<file path="config.mk">
export PLATFORM = sky130hd
export DESIGN_NAME = spi_peripheral
export DESIGN_NICKNAME = d
export VERILOG_FILES = /design/src/rtl/spi_pkg.sv /design/src/rtl/spi_sync_edge.sv /design/src/rtl/spi_peripheral.sv
export SDC_FILE = /design/constraint.sdc
export NUM_CORES = 1
export LEC_CHECK = 0
export BUFFER_PORTS_ARGS = -buffer_cell sky130_fd_sc_hd__buf_2
export CAP_MARGIN = 20
export CELL_PAD_IN_SITES_DETAIL_PLACEMENT = 0
export CELL_PAD_IN_SITES_GLOBAL_PLACEMENT = 2
export CORE_MARGIN = 4
export CORE_UTILIZATION = 40
export CTS_BUF_LIST = sky130_fd_sc_hd__clkbuf_2 sky130_fd_sc_hd__clkbuf_4 sky130_fd_sc_hd__clkbuf_8
export CTS_CLUSTER_SIZE = 10
export DETAILED_ROUTE_END_ITERATION = 6
export GPL_TIMING_DRIVEN = 0
export PLACE_DENSITY_LB_ADDON = 0.12
export SETUP_SLACK_MARGIN = 0.4
export SLEW_MARGIN = 20
export SYNTH_ARGS = -nofsm -noshare
export SYNTH_HDL_FRONTEND = slang
export SYNTH_SLANG_ARGS = --single-unit
</file>
<file path="constraint.sdc">
create_clock -name clk_i -period 2.2 [get_ports clk_i]
set_input_delay 0 -clock clk_i [delete_from_list [all_inputs] [get_ports clk_i]]
set_output_delay 0 -clock clk_i [all_outputs]
set_load 0.01 [all_outputs]
</file>
<file path="src/rtl/spi_pkg.sv">
// Definitions shared by the SPI peripheral and its controller: FSM state encoding and
// mode-0 clock polarity/phase constants.
package spi_pkg;

  typedef enum logic [1:0] {
    IDLE  = 2'd0,
    SHIFT = 2'd1,
    DONE  = 2'd2
  } state_t;

  localparam logic SPI_CPOL = 1'b0;
  localparam logic SPI_CPHA = 1'b0;

endpackage

</file>
<file path="src/rtl/spi_sync_edge.sv">
// Multi-flop synchronizer for one asynchronous input, followed by one extra flop that
// provides single-cycle rise/fall strobes of the synchronized level.
module spi_sync_edge #(
  parameter int   STAGES    = 2,
  parameter logic RESET_VAL = 1'b0
) (
  input  logic clk_i,
  input  logic reset_i,
  input  logic async_i,
  output logic sync_o,
  output logic rise_o,
  output logic fall_o
);

  logic [STAGES-1:0] sync_r;
  logic              prev_r;

  // Synchronizer chain plus the delayed copy used for edge detection
  always_ff @(posedge clk_i or negedge reset_i) begin
    if (!reset_i) begin
      sync_r <= {STAGES{RESET_VAL}};
      prev_r <= RESET_VAL;
    end else begin
      sync_r <= {sync_r[STAGES-2:0], async_i};
      prev_r <= sync_r[STAGES-1];
    end
  end

  assign sync_o = sync_r[STAGES-1];
  assign rise_o = sync_r[STAGES-1] & ~prev_r;
  assign fall_o = ~sync_r[STAGES-1] & prev_r;

endmodule

</file>
<file path="src/rtl/spi_peripheral.sv">
// SPI mode-0 peripheral: MSB-first full-duplex frames of FRAME_WIDTH bits, oversampled by clk_i.
// Define SPI_PERIPHERAL_ERROR_EN to report short/long frames on frame_error_o.
module spi_peripheral
  import spi_pkg::*;
#(
  parameter int FRAME_WIDTH = 32,
  parameter int SYNC_STAGES = 2
) (
  input  logic                   clk_i,
  input  logic                   reset_i,
  input  logic                   spi_sclk_i,
  input  logic                   spi_mosi_i,
  input  logic                   spi_cs_i,
  output logic                   spi_miso_o,
  output logic                   spi_miso_oe_o,
  input  logic [FRAME_WIDTH-1:0] data_i,
  output logic [FRAME_WIDTH-1:0] data_o,
  output logic                   valid_o,
  output logic                   frame_error_o,
  output logic                   is_idle_o
);

  localparam int CW = $clog2(FRAME_WIDTH + 2);
  localparam logic [CW-1:0] FW_C    = CW'(FRAME_WIDTH);
  localparam logic [CW-1:0] CNT_MAX = CW'(FRAME_WIDTH + 1);

  state_t                 state_r;
  state_t                 state_next;
  logic [CW-1:0]          count_r;
  logic [FRAME_WIDTH-1:0] tx_r;
  logic [FRAME_WIDTH-1:0] rx_r;
  logic [FRAME_WIDTH-1:0] data_r;
  logic                   valid_r;
  logic                   frame_ok;

  logic sclk_rise, sclk_fall, cs_rise, cs_fall, mosi_sync;
  logic sclk_level_unused, cs_level_unused, mosi_rise_unused, mosi_fall_unused;
  logic sample_edge, shift_edge;

  spi_sync_edge #(.STAGES(SYNC_STAGES), .RESET_VAL(SPI_CPOL)) u_sclk_sync (
    .clk_i   (clk_i),
    .reset_i (reset_i),
    .async_i (spi_sclk_i),
    .sync_o  (sclk_level_unused),
    .rise_o  (sclk_rise),
    .fall_o  (sclk_fall)
  );

  // cs resets high so a /CS held low across reset release yields a fresh frame start
  spi_sync_edge #(.STAGES(SYNC_STAGES), .RESET_VAL(1'b1)) u_cs_sync (
    .clk_i   (clk_i),
    .reset_i (reset_i),
    .async_i (spi_cs_i),
    .sync_o  (cs_level_unused),
    .rise_o  (cs_rise),
    .fall_o  (cs_fall)
  );

  spi_sync_edge #(.STAGES(SYNC_STAGES), .RESET_VAL(1'b0)) u_mosi_sync (
    .clk_i   (clk_i),
    .reset_i (reset_i),
    .async_i (spi_mosi_i),
    .sync_o  (mosi_sync),
    .rise_o  (mosi_rise_unused),
    .fall_o  (mosi_fall_unused)
  );

  assign sample_edge = (SPI_CPOL ^ SPI_CPHA) ? sclk_fall : sclk_rise;
  assign shift_edge  = (SPI_CPOL ^ SPI_CPHA) ? sclk_rise : sclk_fall;
  assign frame_ok    = (count_r == FW_C);

  // State register
  always_ff @(posedge clk_i or negedge reset_i) begin
    if (!reset_i) begin
      state_r <= IDLE;
    end else begin
      state_r <= state_next;
    end
  end

  // Next-state decode
  always_comb begin
    state_next = state_r;
    case (state_r)
      IDLE: begin
        if (cs_fall) state_next = SHIFT;
        else         state_next = IDLE;
      end
      SHIFT: begin
        if (cs_rise) state_next = DONE;
        else         state_next = SHIFT;
      end
      DONE:    state_next = IDLE;
      default: state_next = IDLE;
    endcase
  end

  // Shift registers, bit counter and received-word capture
  always_ff @(posedge clk_i or negedge reset_i) begin
    if (!reset_i) begin
      count_r <= '0;
      tx_r    <= '0;
      rx_r    <= '0;
      data_r  <= '0;
      valid_r <= 1'b0;
    end else begin
      valid_r <= 1'b0;
      case (state_r)
        IDLE: begin
          tx_r    <= data_i;
          count_r <= '0;
        end
        SHIFT: begin
          // A cs rise wins over any sclk edge seen in the same cycle
          if (!cs_rise) begin
            if (sample_edge) begin
              rx_r <= {rx_r[FRAME_WIDTH-2:0], mosi_sync};
              if (count_r != CNT_MAX) count_r <= count_r + CW'(1);
            end
            if (shift_edge && (count_r < FW_C)) begin
              tx_r <= {tx_r[FRAME_WIDTH-2:0], 1'b0};
            end
          end
        end
        DONE: begin
          if (frame_ok) begin
            data_r  <= rx_r;
            valid_r <= 1'b1;
          end
        end
        default: begin
          count_r <= '0;
        end
      endcase
    end
  end

`ifdef SPI_PERIPHERAL_ERROR_EN
  logic error_r;

  // Flag frames that ended with a bit count other than FRAME_WIDTH
  always_ff @(posedge clk_i or negedge reset_i) begin
    if (!reset_i) begin
      error_r <= 1'b0;
    end else begin
      error_r <= (state_r == DONE) && !frame_ok;
    end
  end

  assign frame_error_o = error_r;
`else
  assign frame_error_o = 1'b0;
`endif

  assign data_o        = data_r;
  assign valid_o       = valid_r;
  assign spi_miso_oe_o = (state_r == SHIFT);
  assign spi_miso_o    = (state_r == SHIFT) & tx_r[FRAME_WIDTH-1];
  assign is_idle_o     = (state_r == IDLE);

endmodule
</file>
==> flow_summary_export.csv, run 1 <==
group,metric,value,unit
grt,antenna_found_initial,0,
place,place_congestion,0.734,
synth,ys_warn_count,0,
floorplanning,core-area,0.0114,sq mm
grt,grt_pass1_wl,15.6,mm
finish,diodes,0,
pwr,vdd_drop_max,0.000622,V
timing,slew_violations,0,
timing,clock.fmax,0.580,GHz
outcome,status,"finished clean",
routing,routed_wl,9.18,mm
synth,syn_nets,370,
synth,async_reset_ff_frac,1.00,
synth,synth_edf_count,0,
synth,synth_seq_cells,113,
synth,synth_common_cells,"dfrtp_1 (110), mux2_2 (34), mux2_1 (30)",
critical_path,cp_data_arrival_time,2030,ps
timing,hold_viol_final,0,
synth,syn_inst,330,
synth,synth_cell_types,42,
routing,drtIter0Drc,147,
pwr,leakagePower,3.02,nW
floorplanning,dieHeight,116,um
clock_tree,numCtsBuffers,17,
finish,final_layout_size_suffix_gt1_frac,0.418,
grt,grt_pass1_vias,3179,
clock_tree,path_clk_slew,70,ps
finish,area_delta_synth_final,31.2,%
routing,postRouteAntennaNets,0,
synth,yosysSeqAreaShare,0.610,
floorplanning,ios,74,
critical_path,critPathTopFamily,"buffers and inverters",
clock_tree,htree_levels,4,
clock_tree,cts_max_path_buffers,2,
floorplanning,die_area,0.0134,sq mm
critical_path,cp.required,2500,ps
synth,yosysTopAreaCell,"dfrtp_1",
synth,synth.most_common_cell,"dfrtp_1",
timing,rsz0062_at_grt,"yes",
routing,viasPerCell,4.99,
critical_path,slowest_stage,"dfrtp_1",
min_path,hold_path_class,"input pin to async pin",
timing,setup_violations,0,
finish,num-fill-cells,1024,
finish,final_util,0.535,
grt,overflow,0,
clock_tree,clock_sinks,113,
critical_path,critPathKind,"flip-flop to flip-flop",
critical_path,critPathBufInv,4,
place,place_ws,329,ps
floorplanning,die_w,116,um
timing,period_needed,1720,ps
critical_path,cp_max_fo,10,
pwr,pwr_density_cell,829,mW/mm^2
synth,synth_area,0.00464,sq mm
critical_path,start_kind,"flip-flop",
timing,fin_skew,9.90,ps
timing,tns,0,ps
clock_tree,tritoncts,"done",
routing,drt_first_pass_iters,4,
timing,slew-limit-headroom,0.597,
routing,vias,3086,
critical_path,max_stage_delay,400,ps
grt,track_usage,0.151,
place,dpl.hpwl,6.06,mm
synth,syn_area_per_cell,14.1,sq um
critical_path,worstPathCellList,"nand2b_1 > buf_4 > inv_4 > and3_4 > buf_6 > buf_8 > mux2_2",
timing,worst_pin_slew,605,ps
clock_tree,clk_latency,420,ps
floorplanning,row_count,39,
synth,synth_top_area_frac,0.593,
routing,wl_per_cell,14.8,um
synth,synthTopCellsByArea,"dfrtp_1 (59%), mux2_2 (8.3%), mux2_1 (7.3%), o221a_2 (6.3%), or3_1 (3.5%)",
clock_tree,cts-root-buf,"clkbuf_8",
run,cap_violations,0,
timing,post-route-period-util,0.784,
timing,layout_setup_ws,476,ps
place,io_buffers,72,
critical_path,cp-end-kind,"flip-flop",
routing,drcViolationCount,0,
finish,final_nets,503,
floorplanning,initial_utilization,0.408,
grt,grt_max_degree,65,
synth,ys.flop_type,"dfrtp_1",
-- final timing paths --
check / to / slack (ps) / depth (start not counted) / from
max in group asynchronous: u_cs_sync.sync_r[1] / 1330 / 3 / reset_i
worst min register to register: u_mosi_sync.sync_r[1] / 350 / 0 / u_mosi_sync.sync_r[0]
worst min-delay path: data_o[17] / 150 / 2 / reset_i
min in group clk_i: u_cs_sync.sync_r[0] / 220 / 2 / spi_cs_i
worst max register to register: rx_r[28] / 480 / 7 / state_r[1]
worst max-delay path: rx_r[28] / 480 / 7 / state_r[1]
-- area by class of cell --
class / instances / area [sq um] / area share
clock buffer: 23 / 292 / 0.0479
inverter: 8 / 32.5 / 0.00535
sequential: 113 / 2830 / 0.465
timing repair buffer: 114 / 792 / 0.130
multi-input combinational: 187 / 1650 / 0.271
buffer: 22 / 179 / 0.0294
clock inverter: 9 / 130 / 0.0214
tap: 143 / 179 / 0.0294
-- cell families (layout without fill, tap and decap cells) --
group                    after synthesis  in the layout  synth area share
multiplexers                          64             64             0.155
AND/OR/NAND/NOR                       69             69            0.0874
flip-flops                           113            113             0.610
AO/OA/AOI/OAI                         50             50             0.100
buffers and inverters                 30            176            0.0378
adder cells (fa/ha/maj)                3              3           0.00809
other                                  1              1          0.000809
-- report_power, final --
part	leakage [nW]	switching (mW)	internal (mW)	total, mW
registers	1.46	0.126	2.28	2.40
clock network	0.218	0.811	1.23	2.04
logic	1.34	0.267	0.332	0.599
total	3.02	1.20	3.84	5.04
-- flip-flops by register name, summed over array words and instances (netlist names) --
name and cells:
u_sclk_sync.sync_r 2, data_o 32, u_cs_sync.sync_r 2, u_sclk_sync.prev_r 1
valid_o 1, u_cs_sync.prev_r 1, rx_r 32, u_mosi_sync.sync_r 2
count_r 6, tx_r 32, state_r 2
-- routing by layer --
layer	track usage	part of all wire	wire length [um]	vias up
met3	0.0527	0.048	438	11
met1	0.191	0.47	4290	1519
met4	0.0534	0.012	112	0
met5	0	0	0	-
met2	0.243	0.47	4330	64
li1	-	-	-	1492
-- cells in the final DEF, fill, tap and decap left out, types with 4 or more instances in the layout --
cell           instances
or3_1                 26
o21ai_0                4
clkbuf_4               5
nand3_1                5
clkbuf_8              19
buf_6                  6
buf_2                 73
o221a_2               26
a31oi_1                6
buf_4                 10
nand2_1               18
clkbuf_1               6
inv_1                  7
dfrtp_1              110
dlygate4sd3_1         36
o22ai_1                5
mux2_2                34
mux2_1                30
-- repair_timing --
action                                  4_1_cts  5_1_grt
endpoints found under the hold margin        98        0
endpoints found under the setup margin       77       79
resized for setup                             3       17
buffers inserted                              0        5
pin swaps                                     0        3
hold buffers                                 36        0
-- stage by stage --
stage               cells  cell area (sq um)  hold WS (ps)  power [mW]
finish                619               6080           145        5.04
global route          619               6080           176        5.30
floorplan             330               4640          -296        2.78
global placement      545               5180           106        2.96
detailed placement    546               5210          40.6        2.98
CTS                   614               6000           140        5.10
(Power assumes the default switching activity.)
==> run 2: changes to the inputs <==
- clock period: 2.2 -> 1.8 ns (I/O delays scaled with it)
==> run 2 against run 1 <==
  * Core utilization increased by 10 points
  * Sequential cell count unchanged
  * Die area unchanged
  * First-iteration DRC count increased by 6.1%
  * Combinational power increased by 100%
  * Clock-buffer cell count decreased by 4
  * Final area increased by 19%
  * Sequential power increased by 25%
  * Critical endpoint is now rx_r[20]
  * Highest routed layer unchanged
==> flow_summary_export.csv, run 2 (synthesis gave the netlist of run 1 again) <==
group,metric,value,unit
finish,final_util,0.635,
critical_path,critPathTopFamily,"buffers and inverters",
finish,final_nets,537,
timing,fin_skew,13.8,ps
finish,final_layout_size_suffix_gt1_frac,0.546,
floorplanning,die_w,116,um
critical_path,cp.required,2110,ps
timing,period_needed,1660,ps
routing,routed_wl,10.6,mm
grt,antenna_found_initial,0,
finish,layout_common_cells,"dfrtp_1 (107), buf_2 (69), mux2_4 (54), dlygate4sd3_1 (36)",
clock_tree,clk_latency,430,ps
critical_path,max_stage_delay,400,ps
place,io_buffers,72,
place,placed_area,0.00563,sq mm
clock_tree,tritoncts,"done",
min_path,hold_path_class,"input pin to async pin",
finish,final_cell_area,0.00722,sq mm
timing,setup_violations,0,
clock_tree,clock_sinks,113,
finish,final_common_cell,"dfrtp_1",
pwr,leakagePower,3.48,nW
outcome,status,"finished clean",
pwr,vdd_drop_max,0.000749,V
grt,grt_pass1_wl,16.9,mm
critical_path,cp_data_arrival_time,1970,ps
critical_path,start_kind,"flip-flop",
grt,track_usage,0.163,
clock_tree,path_clk_slew,70,ps
routing,drcViolationCount,0,
routing,wl_per_cell,16.2,um
place,place_ws,31.3,ps
finish,diodes,0,
floorplanning,initial_utilization,0.408,
clock_tree,numCtsBuffers,17,
routing,drtIter0Drc,156,
routing,viasPerCell,5.00,
timing,hold_viol_final,0,
pwr,pwr_density_cell,933,mW/mm^2
critical_path,critPathBufInv,6,
floorplanning,core-area,0.0114,sq mm
timing,slew_violations,0,
finish,area_delta_synth_final,55.6,%
timing,rsz0062_at_grt,"yes",
critical_path,worstPathCellList,"buf_6 > nand2b_4 > buf_8 > inv_8 > and3_4 > buf_12 > buf_12 > buf_16 > mux2_4",
place,dpl.hpwl,6.10,mm
critical_path,critPathKind,"flip-flop to flip-flop",
grt,grt_max_degree,71,
run,cap_violations,0,
routing,vias,3263,
place,place_congestion,0.767,
finish,num-fill-cells,874,
timing,clock.fmax,0.602,GHz
clock_tree,cts-root-buf,"clkbuf_8",
clock_tree,cts_max_path_buffers,2,
floorplanning,die_area,0.0134,sq mm
timing,tns,0,ps
routing,postRouteAntennaNets,0,
grt,grt_pass1_vias,3352,
grt,overflow,0,
timing,layout_setup_ws,138,ps
floorplanning,row_count,39,
floorplanning,ios,74,
timing,post-route-period-util,0.923,
critical_path,slowest_stage,"dfrtp_1",
critical_path,cp_max_fo,7,
routing,drt_first_pass_iters,4,
critical_path,cp_common_cell,"buf_12",
clock_tree,htree_levels,4,
floorplanning,dieHeight,116,um
critical_path,cp-end-kind,"flip-flop",
## run 2: where the power goes
group | switching (mW) | internal (mW) | total, mW
sequential | 0.233 | 2.78 | 3.01
combinational | 0.448 | 0.754 | 1.20
clock | 1.07 | 1.44 | 2.51
## run 2: cell type report
cell class / count / area (sq um) / share of cell area
clock inverters: 12 / 158 / 0.0218
repair buffers: 148 / 1260 / 0.175
well taps: 143 / 179 / 0.0248
plain buffers: 22 / 298 / 0.0413
flip-flops and latches: 113 / 2840 / 0.393
inverters: 8 / 43.8 / 0.00607
multi-input cells: 187 / 2180 / 0.302
clock buffers: 19 / 262 / 0.0362
## run 2: repair_timing
| action | 4_1_cts | 5_1_grt |
|---|---|---|
| setup buffers | 27 | 5 |
| hold buffers | 36 | 0 |
| endpoints found under the setup margin | 103 | 105 |
| hold endpoints to repair | 145 | 0 |
| gates resized for setup | 51 | 51 |
| cloned | 3 | 4 |
| pin swaps | 12 | 10 |
## run 2: final timing paths
kind                                            start                    end  slack [ps]  depth (start not counted)
worst max-delay path                       state_r[0]               rx_r[20]         140                          9
worst min-delay path                          reset_i             data_o[17]          60                          2
worst max register to register             state_r[0]               rx_r[20]         140                          9
worst min register to register  u_mosi_sync.sync_r[0]  u_mosi_sync.sync_r[1]         350                          0
max in group asynchronous                     reset_i    u_cs_sync.sync_r[0]        1020                          3
min in group clk_i                         spi_sclk_i  u_sclk_sync.sync_r[0]         220                          2
## run 2: routing by layer
metal,GRT usage,routed length [um],part of all wire,vias up
met5,0,0,0,-
met4,0.0611,143,0.014,0
met3,0.0470,439,0.042,12
met2,0.253,5100,0.48,69
met1,0.218,4870,0.46,1618
li1,-,-,-,1564
## run 2: metrics by stage
| stage | std cells | hold WS (ps) | total power [mW] |
|---|---|---|---|
| floorplan | 330 | -296 | 3.63 |
| detailed placement | 546 | -51.4 | 3.88 |
| CTS | 643 | 44.9 | 6.64 |
| global placement | 545 | 107 | 3.86 |
| global route | 652 | 69.7 | 7.05 |
| finish | 652 | 56.2 | 6.73 |
